===== src/rtl/wallace_mac_pkg.sv =====
// Shared widths, FSM state type and accumulator sizing rule for the Wallace MAC.
// Latency: n/a (declarations only).
// Backpressure: n/a.
package wallace_mac_pkg;

    localparam int OP_W   = 4;
    localparam int PROD_W = 8;

    typedef enum logic {
        ACCUM = 1'b0,
        HOLD  = 1'b1
    } state_t;

    // Smallest accumulator that can hold len full-scale products without wrapping.
    function automatic int min_acc_w(input int len);
        return PROD_W + $clog2(len);
    endfunction

endpackage


===== src/rtl/wallace_mac_if.sv =====
// Operand-in / dot-product-out handshake bundle for wallace_mac.
// Latency: n/a (wiring only).
// Backpressure: in_ready/out_ready carry the valid-ready stalls.
interface wallace_mac_if #(
    parameter int LEN   = 4,
    parameter int ACC_W = 10
) ();
    import wallace_mac_pkg::*;

    logic                       in_valid;
    logic                       in_ready;
    logic [OP_W-1:0]            a;
    logic [OP_W-1:0]            b;
    logic                       out_valid;
    logic                       out_ready;
    logic [ACC_W-1:0]           acc;
    logic [$clog2(LEN+1)-1:0]   cnt;
`ifdef WALLACE_MAC_PEAK_EN
    logic [PROD_W-1:0]          peak;
`endif

    // master: operand source and result sink; slave: the MAC itself.
    modport master (
        output in_valid, a, b, out_ready,
        input  in_ready, out_valid, acc, cnt
`ifdef WALLACE_MAC_PEAK_EN
        , input peak
`endif
    );

    modport slave (
        input  in_valid, a, b, out_ready,
        output in_ready, out_valid, acc, cnt
`ifdef WALLACE_MAC_PEAK_EN
        , output peak
`endif
    );

endinterface


===== src/rtl/wallace_mac_mult.sv =====
// Combinational 4x4 unsigned Wallace tree multiplier (two 3:2 CSA layers + final add).
// Latency: 0 cycles, purely combinational.
// Backpressure: none.
module WallaceTreeMult (
    input  logic [3:0] a,
    input  logic [3:0] b,
    output logic [7:0] p
);

    logic [7:0] pp [4];
    logic [7:0] s1, c1, s2, c2, maj1, maj2;

    always_comb begin
        for (int i = 0; i < 4; i++) begin
            pp[i] = {4'b0000, a & {4{b[i]}}} << i;
        end
    end

    // Carries out of bit 7 are dropped safely: the product never exceeds 225.
    assign s1   = pp[0] ^ pp[1] ^ pp[2];
    assign maj1 = (pp[0] & pp[1]) | (pp[0] & pp[2]) | (pp[1] & pp[2]);
    assign c1   = {maj1[6:0], 1'b0};

    assign s2   = s1 ^ c1 ^ pp[3];
    assign maj2 = (s1 & c1) | (s1 & pp[3]) | (c1 & pp[3]);
    assign c2   = {maj2[6:0], 1'b0};

    assign p = s2 + c2;

endmodule


===== src/rtl/wallace_mac.sv =====
// Dot-product MAC: sums LEN Wallace products; optional peak output under WALLACE_MAC_PEAK_EN.
// Latency: result valid 2 edges after the final pair is accepted (1 capture + 1 accumulate).
// Backpressure: HOLD freezes the result and drops in_ready until out_ready handshakes.
module wallace_mac
    import wallace_mac_pkg::*;
#(
    parameter int LEN   = 4,
    parameter int ACC_W = 10
) (
    input  logic         clk,
    input  logic         rst,
    wallace_mac_if.slave bus
);

    localparam int CNT_W = $clog2(LEN + 1);

    generate
        if (LEN < 1) begin : g_bad_len
            $error("wallace_mac: LEN must be >= 1");
        end
        if (ACC_W < min_acc_w(LEN)) begin : g_bad_acc_w
            $error("wallace_mac: ACC_W too narrow for LEN");
        end
    endgenerate

    state_t             state_q, state_d;
    logic [OP_W-1:0]    op_a_q, op_b_q;
    logic               op_v_q;
    logic [PROD_W-1:0]  prod;
    logic [ACC_W-1:0]   acc_q;
    logic [CNT_W-1:0]   cnt_q;
    logic [CNT_W-1:0]   accepted_q;
    logic               accept;
    logic               last_prod;
    logic               release_res;

    WallaceTreeMult u_mult (
        .a (op_a_q),
        .b (op_b_q),
        .p (prod)
    );

    assign bus.in_ready  = !rst && (state_q == ACCUM) && (accepted_q < CNT_W'(LEN));
    assign bus.out_valid = !rst && (state_q == HOLD);
    assign bus.acc       = acc_q;
    assign bus.cnt       = cnt_q;

    assign accept      = bus.in_valid && bus.in_ready;
    assign last_prod   = op_v_q && (cnt_q == CNT_W'(LEN - 1));
    assign release_res = bus.out_valid && bus.out_ready;

    always_comb begin
        state_d = state_q;
        unique case (state_q)
            ACCUM:   if (last_prod)   state_d = HOLD;
            HOLD:    if (release_res) state_d = ACCUM;
            default: state_d = ACCUM;
        endcase
    end

    always_ff @(posedge clk) begin
        if (rst) state_q <= ACCUM;
        else     state_q <= state_d;
    end

    // No pair can be accepted in HOLD, so release never collides with accumulation.
    always_ff @(posedge clk) begin
        if (rst) begin
            op_a_q     <= '0;
            op_b_q     <= '0;
            op_v_q     <= 1'b0;
            acc_q      <= '0;
            cnt_q      <= '0;
            accepted_q <= '0;
        end else if (release_res) begin
            op_v_q     <= 1'b0;
            acc_q      <= '0;
            cnt_q      <= '0;
            accepted_q <= '0;
        end else begin
            op_v_q <= accept;
            if (accept) begin
                op_a_q     <= bus.a;
                op_b_q     <= bus.b;
                accepted_q <= accepted_q + CNT_W'(1);
            end
            if (op_v_q) begin
                acc_q <= acc_q + ACC_W'(prod);
                cnt_q <= cnt_q + CNT_W'(1);
            end
        end
    end

`ifdef WALLACE_MAC_PEAK_EN
    logic [PROD_W-1:0] peak_q;

    always_ff @(posedge clk) begin
        if (rst || release_res) begin
            peak_q <= '0;
        end else if (op_v_q && (prod > peak_q)) begin
            peak_q <= prod;
        end
    end

    assign bus.peak = peak_q;
`endif

endmodule


===== src/flat_wrapper.sv =====
// flat-port wrapper written by rule: the top's interface ports become plain ports
module wallace_mac_flat import wallace_mac_pkg::*;
#(
    parameter int LEN   = 4,
    parameter int ACC_W = 10
)
  (clk, rst, bus_in_valid, bus_a, bus_b, bus_out_ready, bus_in_ready, bus_out_valid, bus_acc, bus_cnt);
  wallace_mac_if #(.LEN(LEN), .ACC_W(ACC_W)) bus_i ();
  input  logic clk;
  input  logic rst;
  input wire logic [$bits(bus_i.in_valid)-1:0] bus_in_valid;
  input wire logic [$bits(bus_i.a)-1:0] bus_a;
  input wire logic [$bits(bus_i.b)-1:0] bus_b;
  input wire logic [$bits(bus_i.out_ready)-1:0] bus_out_ready;
  output wire logic [$bits(bus_i.in_ready)-1:0] bus_in_ready;
  output wire logic [$bits(bus_i.out_valid)-1:0] bus_out_valid;
  output wire logic [$bits(bus_i.acc)-1:0] bus_acc;
  output wire logic [$bits(bus_i.cnt)-1:0] bus_cnt;
  assign bus_i.in_valid = bus_in_valid;
  assign bus_i.a = bus_a;
  assign bus_i.b = bus_b;
  assign bus_i.out_ready = bus_out_ready;
  assign bus_in_ready = bus_i.in_ready;
  assign bus_out_valid = bus_i.out_valid;
  assign bus_acc = bus_i.acc;
  assign bus_cnt = bus_i.cnt;
  wallace_mac #(.LEN(LEN), .ACC_W(ACC_W)) u_core (.clk(clk), .rst(rst), .bus(bus_i));
endmodule

===== config.mk =====
export PLATFORM = sky130hd
export DESIGN_NAME = wallace_mac_flat
export DESIGN_NICKNAME = d
export VERILOG_FILES = /design/src/rtl/wallace_mac_pkg.sv /design/src/rtl/wallace_mac_if.sv /design/src/rtl/wallace_mac_mult.sv /design/src/rtl/wallace_mac.sv /design/src/flat_wrapper.sv
export SDC_FILE = /design/constraint.sdc
export NUM_CORES = 1
export LEC_CHECK = 0
export CORE_AREA = 4 4 87 65
export DETAILED_ROUTE_END_ITERATION = 10
export DIE_AREA = 0 0 91 69
export PLACE_DENSITY = 0.66
export SLEW_MARGIN = 20
export SYNTH_ARGS = -nofsm -noshare
export SYNTH_HDL_FRONTEND = slang
export SYNTH_SLANG_ARGS = --single-unit

===== constraint.sdc =====
create_clock -name clk -period 4.7 [get_ports clk]
set_input_delay 0.705 -clock clk [delete_from_list [all_inputs] [get_ports clk]]
set_output_delay 0.705 -clock clk [all_outputs]
set_load 0.05 [all_outputs]

==> metrics.yaml <==
final_layout:
  area_growth_pct: 23.3
  layout.cells.non_filler: 266
  drive_above_1_share_pct: 5.26
  final_nets: 247
  number_of_antenna_cells_inserted: 0
  n_fill_cell: 478
  utilization_pct: 42.6
timing:
  worst_pin_slew_ns: 0.587
  timing.final.crit_period_ns: 3.63
  final-max-slew-violation-count: 0
  worst_slew_margin_rel_pct: 60.8
  fin_setup_tns_ns: 0
  report.final.setup_viol: 0
  fin_ws_ns: 1.07
  rsz0062_at_grt: "no"
  timing.fmax_ghz: 0.275
  hold_viol_final: 0
  fin_worst_skew_ns: 0.00752
  timing.final.crit_share_pct: 77.3
cts:
  clock_tree_from_tritoncts: "built"
  tritoncts_buffer_count: 3
  cts.clk_slew.worst_paths_ns: 0.10
  clockRootBuffer: "sky130_fd_sc_hd__clkbuf_8"
  htree_depth: 1
  cts_hold_buf: 0
  clock_path_buffers: 2
  cts.repair.resized: 0
  postCtsSetupBuffers: 0
  cts.sink_count: 26
  clock_latency_ns: 0.28
yosys:
  synthesis.area_per_instance_um2: 8.94
  summed_instance_area_of_the_synthesized_netlist_um2: 1640
  synth.ff_latch_count: 26
  synth_nets: 220
  edff_count_synth: 0
  dominantRegCellSynth: "sky130_fd_sc_hd__dfxtp_1"
  synth_sequential_area_ratio_pct: 31.8
  synth_cell_types: 30
  synthArstFlopShare_pct: 0
  yosys_warnings: 0
  postSynthCellCount: 183
floorplan:
  die-area_um2: 6280
  die_w_um: 91
  floorplan.initialDensity_pct: 34.6
  num_rows: 21
  top_level_pins: 27
  die_h_um: 69
  placeableCoreArea_um2: 4730
setup_path:
  timing.critical_path.slowest_cell_delay_ns: 0.53
  critical_path.max_fanout: 5
  critPathBufInv: 1
  cp_data_arrival_time_ns: 3.80
  worstPathCellList: "nand2_1 > fa_1 > inv_1 > fa_1 > ha_1 > fa_1 > a21o_1 > a21o_1 > ha_1 > a21oi_1 > o211ai_1 > nand2_1 > xor2_1 > nor2_1"
  cp-start-kind: "flop"
  cp_common_cell: "sky130_fd_sc_hd__fa_1"
  worst-endpoint-required_ns: 4.86
  critical_path_cell_count: 14
  cp_top_family: "adder cells"
  criticalPathCategory: "flop to flop"
  crit_path_end_kind: "flop"
  r2r.worst_path.cells: 14
  crit_path_top_delay_cell: "sky130_fd_sc_hd__fa_1"
detailed_routing:
  dr.pass1.iters: 4
  detailedRoute.firstIterationViolations: 81
  wl_per_cell_um: 12.8
  vias: 1316
  drtAntennaViolNets: 0
  routed_via_density: 4.95
  post-route-drc-count: 0
  totalWireLength_um: 3400
pwr:
  p_clk_share_pct: 39.1
  max-vdd-ir-drop_v: 0.000125
  power.static_leakage_nw: 0.910
  seqPwrFrac_pct: 49.2
  p_sw_share_pct: 23.9
  power.share.combinational_pct: 11.7
  net-switching-power_w: 0.000115
  p_total_w: 0.000481
  intPower_w: 0.000366
  power-per-cell-area_nw_per_um2: 238
global_routing:
  groute.layer.met3.usage_pct: 3.37
  groute.usage.overall_pct: 10.9
  globalRoute.busiestLayer: "met2"
  grt-ovfl-total: 0
  globalRouteMet1Util_pct: 14.8
  grt_start_max_net_pins: 16
  grt_pass1_wl_um: 5610
  grt_pass1_vias: 1241
  number_of_antenna_violations_at_the_first_check_in_global_routing: 0
  grtUsageMet2_pct: 17.0
job:
  maxCapViolCount: 0
status:
  outcome: "completed"
placement:
  place_inst: 262
  io_buffers: 26
  routabilityCongestion: 0.858
  dp.final_hpwl_um: 2690
  pre_cts_slack_ns: 1.07
worst_hold_path:
  min_path_cells: 2
  hold_path_class: "flop to flop"
## metrics by stage
step / area (µm²) / hold WS, ns
finish: 2020 / 0.477
detailed placement: 1950 / 0.469
CTS: 2020 / 0.483
floorplan: 1640 / 0.440
global route: 2020 / 0.505
global placement: 1950 / 0.448
## state kept, by name, summed over array words and instances, names as in the netlist
| name | cells |
|---|---|
| u_core.accepted_q | 3 |
| u_core.bus.acc | 10 |
| u_core.bus.cnt | 3 |
| u_core.op_a_q | 4 |
| u_core.op_b_q | 4 |
| u_core.op_v_q | 1 |
| u_core.state_q | 1 |
## layout by cell type (no fill, tap or decap), types with 2 or more instances in the layout
master	instances
sky130_fd_sc_hd__nand2_1	30
sky130_fd_sc_hd__a21o_1	7
sky130_fd_sc_hd__clkbuf_8	3
sky130_fd_sc_hd__fa_1	7
sky130_fd_sc_hd__nand3_1	4
sky130_fd_sc_hd__o211ai_1	2
sky130_fd_sc_hd__o21ai_0	4
sky130_fd_sc_hd__a21oi_2	3
sky130_fd_sc_hd__xor2_1	4
sky130_fd_sc_hd__nor2_1	11
sky130_fd_sc_hd__a211oi_1	4
sky130_fd_sc_hd__a21oi_1	18
sky130_fd_sc_hd__xnor2_1	6
sky130_fd_sc_hd__mux2i_1	5
sky130_fd_sc_hd__inv_1	8
sky130_fd_sc_hd__nand4_1	2
sky130_fd_sc_hd__dfxtp_1	26
sky130_fd_sc_hd__clkdlybuf4s50_1	26
sky130_fd_sc_hd__and2_1	11
sky130_fd_sc_hd__ha_1	18
## per-layer routing
layer,vias up,share of wire (%)
met5,-,0
met3,6,5.1
met2,33,42
li1,675,-
met4,0,1.1
met1,602,52
## power groups by stage
stage               clock (W)  combinational, W  sequential [W]
global route         0.000204         0.0000620        0.000238
detailed placement          0         0.0000569        0.000242
floorplan                   0         0.0000291        0.000247
CTS                  0.000196         0.0000571        0.000237
finish               0.000188         0.0000564        0.000237
global placement            0         0.0000562        0.000241
## kinds of logic (layout without fill, tap and decap cells)
group | after synthesis | after routing | share of synthesized area (%)
buffers and inverters | 13 | 39 | 3.37
DFF | 26 | 26 | 31.8
and+or+nand+nor | 63 | 63 | 17.8
muxes | 5 | 5 | 3.06
xor gates and xnor gates | 10 | 10 | 5.36
AOI/OAI and AO/OA | 41 | 41 | 16.3
adders and majority gates | 25 | 25 | 22.3
## worst register-to-register path, cell delays in order, from the launching register on
cell and delay (ns):
sky130_fd_sc_hd__dfxtp_1 0.40, sky130_fd_sc_hd__nand2_1 0.10, sky130_fd_sc_hd__fa_1 0.53, sky130_fd_sc_hd__inv_1 0.05, sky130_fd_sc_hd__fa_1 0.47, sky130_fd_sc_hd__ha_1 0.23
sky130_fd_sc_hd__fa_1 0.42, sky130_fd_sc_hd__a21o_1 0.17, sky130_fd_sc_hd__a21o_1 0.17, sky130_fd_sc_hd__ha_1 0.33, sky130_fd_sc_hd__a21oi_1 0.24, sky130_fd_sc_hd__o211ai_1 0.14
sky130_fd_sc_hd__nand2_1 0.09, sky130_fd_sc_hd__xor2_1 0.14, sky130_fd_sc_hd__nor2_1 0.05
## layout make-up
type                            count  area, µm²  area share, %
Clock buffer                        3       41.3           2.05
Clock inverter                      1       30.0           1.49
Inverter                            9       33.8           1.67
Multi-Input combinational cell    144       1060           52.5
Sequential cell                    26        520           25.8
Tap cell                           57       71.3           3.54
Timing Repair Buffer               26        260           12.9
## path summary, 6_finish.rpt
check	startpoint	slack, ns	to
worst max-delay path	u_core.op_a_q[3]	1.07	u_core.bus.acc[8]
worst min-delay path	u_core.accepted_q[1]	0.48	u_core.accepted_q[1]
worst max register to register	u_core.op_a_q[3]	1.07	u_core.bus.acc[8]
worst min register to register	u_core.accepted_q[1]	0.48	u_core.accepted_q[1]
## Yosys cell counts, types with 2 or more instances
cell type / instances / area share, %
sky130_fd_sc_hd__xnor2_1: 6 / 3.2
sky130_fd_sc_hd__o211ai_1: 2 / 0.92
sky130_fd_sc_hd__and2_1: 11 / 4.2
sky130_fd_sc_hd__mux2i_1: 5 / 3.1
sky130_fd_sc_hd__buf_2: 2 / 0.61
sky130_fd_sc_hd__o21ai_0: 4 / 1.2
sky130_fd_sc_hd__dfxtp_1: 26 / 32
sky130_fd_sc_hd__a21o_1: 7 / 3.2
sky130_fd_sc_hd__a21oi_1: 18 / 5.5
sky130_fd_sc_hd__nor2_1: 11 / 2.5
sky130_fd_sc_hd__fa_1: 7 / 8.6
sky130_fd_sc_hd__nand3_1: 4 / 1.2
sky130_fd_sc_hd__inv_1: 8 / 1.8
sky130_fd_sc_hd__a21oi_2: 3 / 1.6
sky130_fd_sc_hd__xor2_1: 4 / 2.1
sky130_fd_sc_hd__ha_1: 18 / 14
sky130_fd_sc_hd__a211oi_1: 4 / 1.8
sky130_fd_sc_hd__nand4_1: 2 / 0.76
sky130_fd_sc_hd__nand2_1: 30 / 6.9
No activity file was read; power rests on OpenSTA's default activity.
